[src/rtl/domain_reset_sequencer.sv]
// Staggered reset/enable sequencer for N downstream flop banks.
// Releases the bank resets in index order and enables each bank one stage later; shuts the banks down in reverse order.
module domain_reset_sequencer #(
    parameter int N_DOMAINS    = 4,
    parameter int STAGE_CYCLES = 8,
    parameter int CNT_W        = $clog2(STAGE_CYCLES + 1),
    parameter int IDX_W        = $clog2(N_DOMAINS)
) (
    input  logic                 CLK,
    input  logic                 RST,
    input  logic                 START,
    input  logic                 STOP,
    output logic [N_DOMAINS-1:0] DOM_RST,
    output logic [N_DOMAINS-1:0] DOM_EN,
    output logic                 BUSY,
    output logic                 DONE,
    output logic [IDX_W-1:0]     STAGE
);

    typedef enum logic [2:0] {
        IDLE,
        HOLD,
        RELEASE,
        RUN,
        SHUTDOWN
    } state_t;

    localparam logic [CNT_W-1:0] RELOAD = CNT_W'(STAGE_CYCLES - 1);
    localparam logic [IDX_W-1:0] LAST   = IDX_W'(N_DOMAINS - 1);

    state_t                 state, state_nx;
    logic [CNT_W-1:0]       cnt, cnt_nx;
    logic [N_DOMAINS-1:0]   rst_nx, en_nx;
    logic                   busy_nx, done_nx;
    logic [IDX_W-1:0]       stage_nx;

    always_ff @(posedge CLK) begin
        if (RST) begin
            state   <= IDLE;
            cnt     <= '0;
            DOM_RST <= '1;
            DOM_EN  <= '0;
            BUSY    <= 1'b0;
            DONE    <= 1'b0;
            STAGE   <= '0;
        end else begin
            state   <= state_nx;
            cnt     <= cnt_nx;
            DOM_RST <= rst_nx;
            DOM_EN  <= en_nx;
            BUSY    <= busy_nx;
            DONE    <= done_nx;
            STAGE   <= stage_nx;
        end
    end

    // Every output is computed here as a next value, so all outputs leave the block registered.
    always_comb begin
        state_nx = state;
        cnt_nx   = cnt;
        rst_nx   = DOM_RST;
        en_nx    = DOM_EN;
        busy_nx  = BUSY;
        done_nx  = DONE;
        stage_nx = STAGE;

        case (state)
            IDLE: begin
                if (START && !STOP) begin
                    state_nx = HOLD;
                    busy_nx  = 1'b1;
                    cnt_nx   = RELOAD;
                end
            end

            HOLD: begin
                if (STOP) begin
                    state_nx = SHUTDOWN;
                    busy_nx  = 1'b1;
                    done_nx  = 1'b0;
                    stage_nx = LAST;
                    cnt_nx   = '0;
                end else if (cnt == '0) begin
                    rst_nx[0] = 1'b0;
                    stage_nx  = '0;
                    cnt_nx    = RELOAD;
                    state_nx  = RELEASE;
                end else begin
                    cnt_nx = cnt - 1'b1;
                end
            end

            RELEASE: begin
                if (STOP) begin
                    state_nx = SHUTDOWN;
                    busy_nx  = 1'b1;
                    done_nx  = 1'b0;
                    stage_nx = LAST;
                    cnt_nx   = '0;
                end else if (cnt == '0) begin
                    en_nx[STAGE] = 1'b1;
                    if (STAGE != LAST) begin
                        rst_nx[STAGE + 1'b1] = 1'b0;
                        stage_nx             = STAGE + 1'b1;
                        cnt_nx               = RELOAD;
                    end else begin
                        state_nx = RUN;
                        busy_nx  = 1'b0;
                        done_nx  = 1'b1;
                    end
                end else begin
                    cnt_nx = cnt - 1'b1;
                end
            end

            RUN: begin
                if (STOP) begin
                    state_nx = SHUTDOWN;
                    busy_nx  = 1'b1;
                    done_nx  = 1'b0;
                    stage_nx = LAST;
                    cnt_nx   = '0;
                end
            end

            // One bank per cycle; re-asserting reset on a bank still held in reset is harmless.
            SHUTDOWN: begin
                en_nx[STAGE]  = 1'b0;
                rst_nx[STAGE] = 1'b1;
                if (STAGE == '0) begin
                    state_nx = IDLE;
                    busy_nx  = 1'b0;
                end else begin
                    stage_nx = STAGE - 1'b1;
                end
            end

            default: begin
                state_nx = IDLE;
            end
        endcase
    end

endmodule

[config.mk]
export PLATFORM = sky130hd
export DESIGN_NAME = domain_reset_sequencer
export DESIGN_NICKNAME = d
export VERILOG_FILES = /design/src/rtl/domain_reset_sequencer.sv
export SDC_FILE = /design/constraint.sdc
export NUM_CORES = 1
export LEC_CHECK = 0
export ABC_AREA = 1
export CAP_MARGIN = 15
export CORE_AREA = 2 2 69 71
export DETAILED_ROUTE_END_ITERATION = 10
export DIE_AREA = 0 0 71 73
export PLACE_DENSITY_LB_ADDON = 0.2
export SLEW_MARGIN = 10
export SYNTH_ARGS = -nofsm -noshare
export SYNTH_HDL_FRONTEND = slang
export SYNTH_SLANG_ARGS = --single-unit
[constraint.sdc]
create_clock -name CLK -period 2.58 [get_ports CLK]
set_clock_uncertainty 0.05 [all_clocks]
set_input_delay 0.516 -clock CLK [delete_from_list [all_inputs] [get_ports CLK]]
set_output_delay 0.516 -clock CLK [all_outputs]
set_load 0.005 [all_outputs]
Yosys cells after proc, flatten, opt, wreduce, memory -nomap -nowiden
Cells that the tools add are included.

Flip-flop bits (word level): 19. Output and inout port bits: 12. Word-level logic and storage cells: 114.

Add/sub/neg operators: 3. Magnitude comparators: 4. Equal/unequal tests: 20. Mux-type cells: 51. Bitwise logic cells: 6. Reduce and logical (&&, ||, !) cells: 22.

Operators by type and width (number): two-way mux 4 bit (12); two-way mux 3 bit (8); AND reduction 6 bit (4); != test 2 bit (second input constant) (10); one-hot mux 4 bit (4 select lines) (1); one-hot mux 3 bit (5 select lines) (1); two-way mux 1 bit (14); two-way mux 2 bit (7); != test 3 bit (second input constant) (4); AND reduction 4 bit (3); nonzero test 4 bit (3); AND 4 bit (2); NOT 4 bit (2); OR 4 bit (2); one-hot mux 2 bit (4 select lines) (1); one-hot mux 4 bit (2 select lines) (1); == test 3 x 2 -> 1 bit (second input constant) (2); less-than comparator 2 x 3 -> 1 bit (second input constant) (2); one-hot mux 3 bit (2 select lines) (1); demux 1 bit (select 2 bit) (2); >= comparator 2 x 1 -> 1 bit (second input constant) (2); zero test 4 bit (1); != test 4 bit (second input constant) (1); one-hot mux 1 bit (4 select lines) (1); 16 further kinds (19).

Logic depth before layout (Yosys ltp)
Gate-level depths: netlist (run 1).

Depth in word-level cells: 11. Mapped depth: 10. Depth with buffers taken out: 10.

Worst setup path after synthesis (run 1)
No wires, ideal clock.

Path kind: reg-to-reg. Start point: register cnt[0]. End point: register cnt[0]. Arrival: 1.224 ns. Setup slack: 1.193 ns. Stages on the path, launching flop included: 9. Path buffers: 0. Period minus slack after synthesis: 1.387 ns. Cell sequence: dfxtp_1 -> inv_1 -> ha_1 -> nand2_1 -> inv_1 -> nand3_2 -> nand3_2 -> nor2_1 -> nor2_1.

Cells in the longest elaborated chain, start to end: 4.

RTL lines: start: declaration (line 32) `logic [CNT_W-1:0] cnt, cnt_nx;`; start signal: assignment (line 48) `cnt <= cnt_nx;`; subtractor 4 x 1 -> 4 bit or zero test 4 bit (tied branches); two-way mux 4 bit (on tied branches) (line 100, 83); two-way mux 4 bit (on tied branches) (line 94, 77); one-hot mux 4 bit (4 select lines) (line 67) `case (state)`.

Parallel ways exist; a longest one is shown, timed or not. A chain may end at the register's enable or synchronous reset.

Worst setup path in the final report (run 1)
Start point: input STOP. End point: register cnt[1].

Cells in the longest elaborated chain, start to end: 4.

RTL lines: start: declaration (line 12) `input logic STOP,`; zero test 1 bit (line 69) `if (START && !STOP) begin`; logical AND 1 bit (line 69); != test 2 bit (no source line); AND reduction 4 bit (no source line).

Parallel ways exist; a longest one is shown, timed or not.

==> reports/results.ini, run 1 <==
[clock_network]
cts_buffers=3
cts_tree=yes
clk_latency_ns=0.25
cts.sinks=19
hold_buffers=0
ctsHtreeMaxLevel=1
cts_setup_buffers=0
post_cts_resized=0
path_clk_slew_ns=0.07
ctsRootBufferMaster=clkbuf_8
clk_path_buf_depth=2

[synthesis]
syn_area_per_cell_um2=6.64
synth_cells=193
synth-xor-area-share_pct=1.37
ys.flop_type=dfxtp_1
async_flop_share_pct=0
ys_seq_area_share_pct=29.7
synth_most_common_cell=nand2_1
yosys_warnings=0
synth_compound_area_share_pct=9.28
synthTopCellsByArea=dfxtp_1 30%, nand2_1 14%, nor2_1 8.5%
synth-edff-count=0
netlist_top_cells_count=47 x nand2_1, 29 x nor2_1, 19 x dfxtp_1
yosys_register_bits=19
yosysUniqueCellTypes=26
yosys.area_share.adder_pct=4.88
yosys.area_share.simple_pct=46.1
synth_top_family_by_area=simple AND/OR/NAND/NOR gates
synth_top_area_share_pct=29.7
yosysTopAreaCell=dfxtp_1
syn-cell-area_mm2=0.00128
muxShareOfSynthArea_pct=0
syn_nets=202

[finish]
drive_gt1_share_pct=15.1
antenna_cells=0
area_growth_syn_to_layout_pct=20.0
final_net_count=222
final_util_pct=33.9
instances_no_fill=266

[detailed_routing]
drtIter0Drc=51
via_per_inst=4.60
totalWireLength_um=3170
vias=1224
drt_pass1_iterations=4
wl_per_cell_um=11.9
route.detailed.drc=0
detail-route-antenna-nets=0

[flow_run]
cap_violations=0

[pwr]
p_per_area_mw_per_mm2=1180
vdd_drop_max_mv=0.544
p_leak_nw=0.740

[global_route]
grt_usage_pct=13.3
grt_max_degree=14
grt_pass1_vias=1195
grt-ovfl-total=0
grt_pass1_wl_um=5530
antenna_found_initial=0

[setup_path]
worst_r2r_path_depth=8
cp.required_ns=2.68
cp.arrival_ns=1.89
critPathLaunchType=input port
critPathBufInv=3
reg2reg_from=cnt[0]
crit_type=in2reg
crit_top_cell=nor2_1
cp_cell_sequence=clkdlybuf4s50_1 > inv_2 > nand4_1 > inv_1 > nor2_1 > nand3_2 > nor2_1 > nor2_1
r2r_end=cnt[1]
cpPeakStageDelay_ns=0.55
cp-end-kind=flop
reg2reg_setup_slack_ns=0.95
cp_top_family=buffers and inverters
path_max_fanout=9
cpMaxStageDelayCell=clkdlybuf4s50_1

[sta]
fmax_mhz=559
tightestPinTransition_ns=0.324
drv_slew=0
maxSlewHeadroom_pct=78.1
timing.hold.ws_ns=0.418
post-route-period-util_pct=69.3
finalSetupViolations=0
tns_ns=0
fin_crit_ns=1.79
rsz0062_at_grt=no
finalHoldViolations=0

[floorplan]
die-area_mm2=0.00518
coreArea_mm2=0.00454
die_width_um=71
initial_utilization_pct=28.2
row_count=25
ios=16
die_h_um=73

[worst_hold_path]
min_path_cells=2
hold_class=reg2reg

[placed_design]
dp.cells=262
post-dp-hpwl_um=2530
portBuffers=15
finalWeightedCongestion=0.927

[run_status]
status=finished clean

how the worst max path moves through the flow:
stage	start	to	slack, ns	cells after the start
6_report	STOP	cnt[1]	0.79	8
5_1_grt	STOP	cnt[1]	0.65	9
4_1_cts	STOP	cnt[1]	0.78	8
3_5_place_dp	STOP	cnt[1]	0.50	8
3_3_place_gp	STOP	cnt[0]	0.52	8
2_1_floorplan	cnt[0]	cnt[0]	1.19	8
tightest hold or removal path: stages, from the launching register on:
cell and delay [ns]:
dfxtp_1 0.31, nand2_1 0.06, a21oi_1 0.05
power by group:
group	switching (W)	internal, W
combinational	0.000707	0.000427
sequential	0.0000874	0.000391
clock	0.0000978	0.000110
total	0.000892	0.000928
metal layers:
| layer | wire (um) | track usage [%] | part of all wire, % | up-vias |
|---|---|---|---|---|
| li1 | - | - | - | 654 |
| met1 | 1500 | 17.4 | 47 | 547 |
| met2 | 1540 | 22.3 | 48 | 19 |
| met3 | 104 | 2.49 | 3.3 | 4 |
| met4 | 37 | 4.19 | 1.2 | 0 |
| met5 | 0 | 0 | 0 | - |
metrics by stage:
stage / instance area, um2 / power [W] / setup WS [ns]
floorplan: 1280 / 0.00132 / 1.19
global placement: 1490 / 0.00164 / 0.520
global route: 1540 / 0.00204 / 0.651
finish: 1540 / 0.00182 / 0.791
detailed placement: 1490 / 0.00163 / 0.499
CTS: 1540 / 0.00185 / 0.777
cells by family (layout without fill, tap and decap cells):
kind of cell,Yosys count,count (layout)
AO/OA/AOI/OAI,22,22
XOR/XNOR,2,2
AND/OR/NAND/NOR,119,119
buffers and inverters,26,45
flip-flops,19,19
adder cells (fa/ha/maj),5,5
cell usage in the layout (no fill, tap or decap), types with 2 or more instances in the layout:
cell type / instances
nand4_1: 3
nor2_1: 29
nand2_4: 3
nand2_1: 47
o21ai_0: 4
nand2_2: 6
ha_1: 5
buf_4: 2
nand3_1: 18
nor2_4: 2
nor3_1: 2
clkbuf_8: 3
nand3_2: 5
inv_2: 6
clkdlybuf4s50_1: 15
nor2_2: 2
a21oi_1: 9
o21ai_1: 6
dfxtp_1: 19
inv_1: 18
area by class of cell:
cell class	instances	area, um2
repair buffers	17	165
flip-flops and latches	19	380
well taps	54	67.6
clock buffers	4	45.0
fillers	512	3000
multi-input cells	148	790
inverters	24	90.1
(Power assumes the default switching activity.)
==> run 2: changes to the inputs <==
Clock period 2.58 ns to 1.8 ns, I/O delays scaled along.
==> run 2 against run 1 <==
Sequential power grew 42%. Die area is the same. Clock power grew 50%. Final area grew 2.9%. Total power grew 44%.
==> reports/results.ini, run 2 (synthesized netlist as in run 1, its figures left out) <==
[run_status]
status=finished clean

[global_route]
antenna_found_initial=0  ; unchanged
grt_pass1_wl_um=5420  ; -2.0%
grt_pass1_vias=1202  ; +0.59%
grt_max_degree=11  ; -3
grt_usage_pct=13.2  ; -0.097 points
grt-ovfl-total=0  ; unchanged

[pwr]
p_comb_share_pct=62.1  ; -0.2 points
p_per_area_mw_per_mm2=1650  ; +40%
vdd_drop_max_mv=0.642  ; +18%
power_w=0.00262  ; +44%
seq_power_share_pct=26.0  ; -0.3 points
clockPowerShare_pct=11.9  ; +0.5 points
p_leak_nw=0.768  ; +3.7%
internal_power_w=0.00134  ; +45%
p_sw_share_pct=48.7  ; -0.30 points
switchingPower_w=0.00127  ; +43%

[detailed_routing]
drtIter0Drc=48  ; -5.9%
via_per_inst=4.50  ; -2.1%
route.detailed.drc=0  ; unchanged
detail-route-antenna-nets=0  ; unchanged
vias=1225  ; +0.082%
wl_per_cell_um=11.5  ; -4.0%
drt_pass1_iterations=4  ; unchanged
totalWireLength_um=3120  ; -1.8%

[setup_path]
cp-end-kind=flop
cp.required_ns=1.91  ; -0.77 ns
cp_cell_sequence=inv_1 > ha_1 > nand2_1 > inv_1 > nand3_2 > nand3_2 > nor2_1 > nor2_1
path_max_fanout=8  ; -1
critPathLaunchType=flop
cpPeakStageDelay_ns=0.31  ; -0.24 ns
cp.arrival_ns=1.72  ; -0.17 ns
cpMaxStageDelayCell=dfxtp_1
crit_type=reg2reg

[flow_run]
cap_violations=0  ; unchanged

[finish]
final_common_cell=nand2_1
register_area_um2=380  ; unchanged
layout_common_cells=47 x nand2_1, 29 x nor2_1, 19 x dfxtp_1, 18 x inv_1, 18 x nand3_1
fill_cells=510  ; -0.39%
drive_gt1_share_pct=17.4  ; +2.3 points
final_net_count=228  ; +2.7%
multi_input_area_um2=790  ; unchanged
area_growth_syn_to_layout_pct=23.5
antenna_cells=0  ; unchanged

[floorplan]
ios=16  ; unchanged
coreArea_mm2=0.00454  ; unchanged
die-area_mm2=0.00518  ; unchanged
die_width_um=71  ; unchanged
die_h_um=73  ; unchanged
initial_utilization_pct=28.2  ; unchanged
row_count=25  ; unchanged

[clock_network]
path_clk_slew_ns=0.08  ; about the same
cts.sinks=19  ; unchanged
post_cts_resized=0  ; unchanged
cts_setup_buffers=0  ; unchanged
cts_tree=yes
ctsRootBufferMaster=clkbuf_8
ctsHtreeMaxLevel=1  ; unchanged
clk_path_buf_depth=2  ; unchanged
cts_buffers=3  ; unchanged
clk_latency_ns=0.26  ; about the same
hold_buffers=0  ; unchanged

[sta]
drv_slew=0  ; unchanged
timing.hold.ws_ns=0.401  ; -0.0162 ns
finalHoldViolations=0  ; unchanged
rsz0062_at_grt=no
post-route-period-util_pct=89.4
finalSetupViolations=0  ; unchanged
fin_crit_ns=1.61
tightestPinTransition_ns=0.337  ; +0.0121 ns
fmax_mhz=622
maxSlewHeadroom_pct=77.3  ; -0.81 points

[placed_design]
finalWeightedCongestion=0.876  ; -5.5%
portBuffers=15  ; unchanged
post-dp-hpwl_um=2530  ; -0.16%

[worst_hold_path]
hold_class=reg2reg

-- run 2: cell type report --
cell class / count / share of cell area [%]
Multi-Input combinational cell: 148 / 49.9
Sequential cell: 19 / 24.0
Timing Repair Buffer: 23 / 13.3
Inverter: 24 / 5.69
Tap cell: 54 / 4.27
Clock buffer: 4 / 2.85
-- run 2: power by group through the flow --
stage	sequential, W	clock [W]	combinational, W
6_report	0.000681	0.000311	0.00162
5_1_grt	0.000705	0.000334	0.00188
4_1_cts	0.000684	0.000325	0.00165
3_5_place_dp	0.000696	0	0.00164
3_3_place_gp	0.000696	0	0.00164
2_1_floorplan	0.000680	0	0.00121
-- run 2: layer usage --
metal  share of wire (%)  up-vias  global-route usage, %
met4                 1.4        0                   3.35
li1                    -      666                      -
met1                  47      536                   16.5
met2                  48       18                   22.7
met3                 3.2        5                   3.45
met5                   0        -                      0
-- run 2: path summary, 6_finish.rpt --
kind,start,endpoint,slack [ns],cells past startpoint
worst max register to register,cnt[0],cnt[2],0.19,8
worst min-delay path,flop,flop,0.40,2
worst max-delay path,cnt[0],cnt[2],0.19,8
worst min register to register,flop,flop,0.40,2
-- run 2: stage by stage --
stage	setup WS (ns)	area [um2]	utilization, %	setup TNS (ns)	std cells
floorplan	0.413	1280	-	0	193
global placement	-0.00684	1540	33.9	-0.0222	268
detailed placement	-0.00728	1540	33.9	-0.0184	268
CTS	0.161	1580	34.9	0	272
global route	0.0197	1580	34.9	0	272
finish	0.192	1580	34.9	0	272
-- run 2: critical path, delay by kind of cell (launching register included) --
family	cells	cell delay, ns
flip-flops	1	0.31
adder cells (fa/ha/maj)	1	0.24
AND/OR/NAND/NOR	5	0.70
buffers and inverters	2	0.20
==> run 3: changes to the inputs <==
Settings changed: TNS_END_PERCENT set to 50.
==> results of run 3 <==
Same layout as run 2: the final DEF is identical, and so are final timing and power.
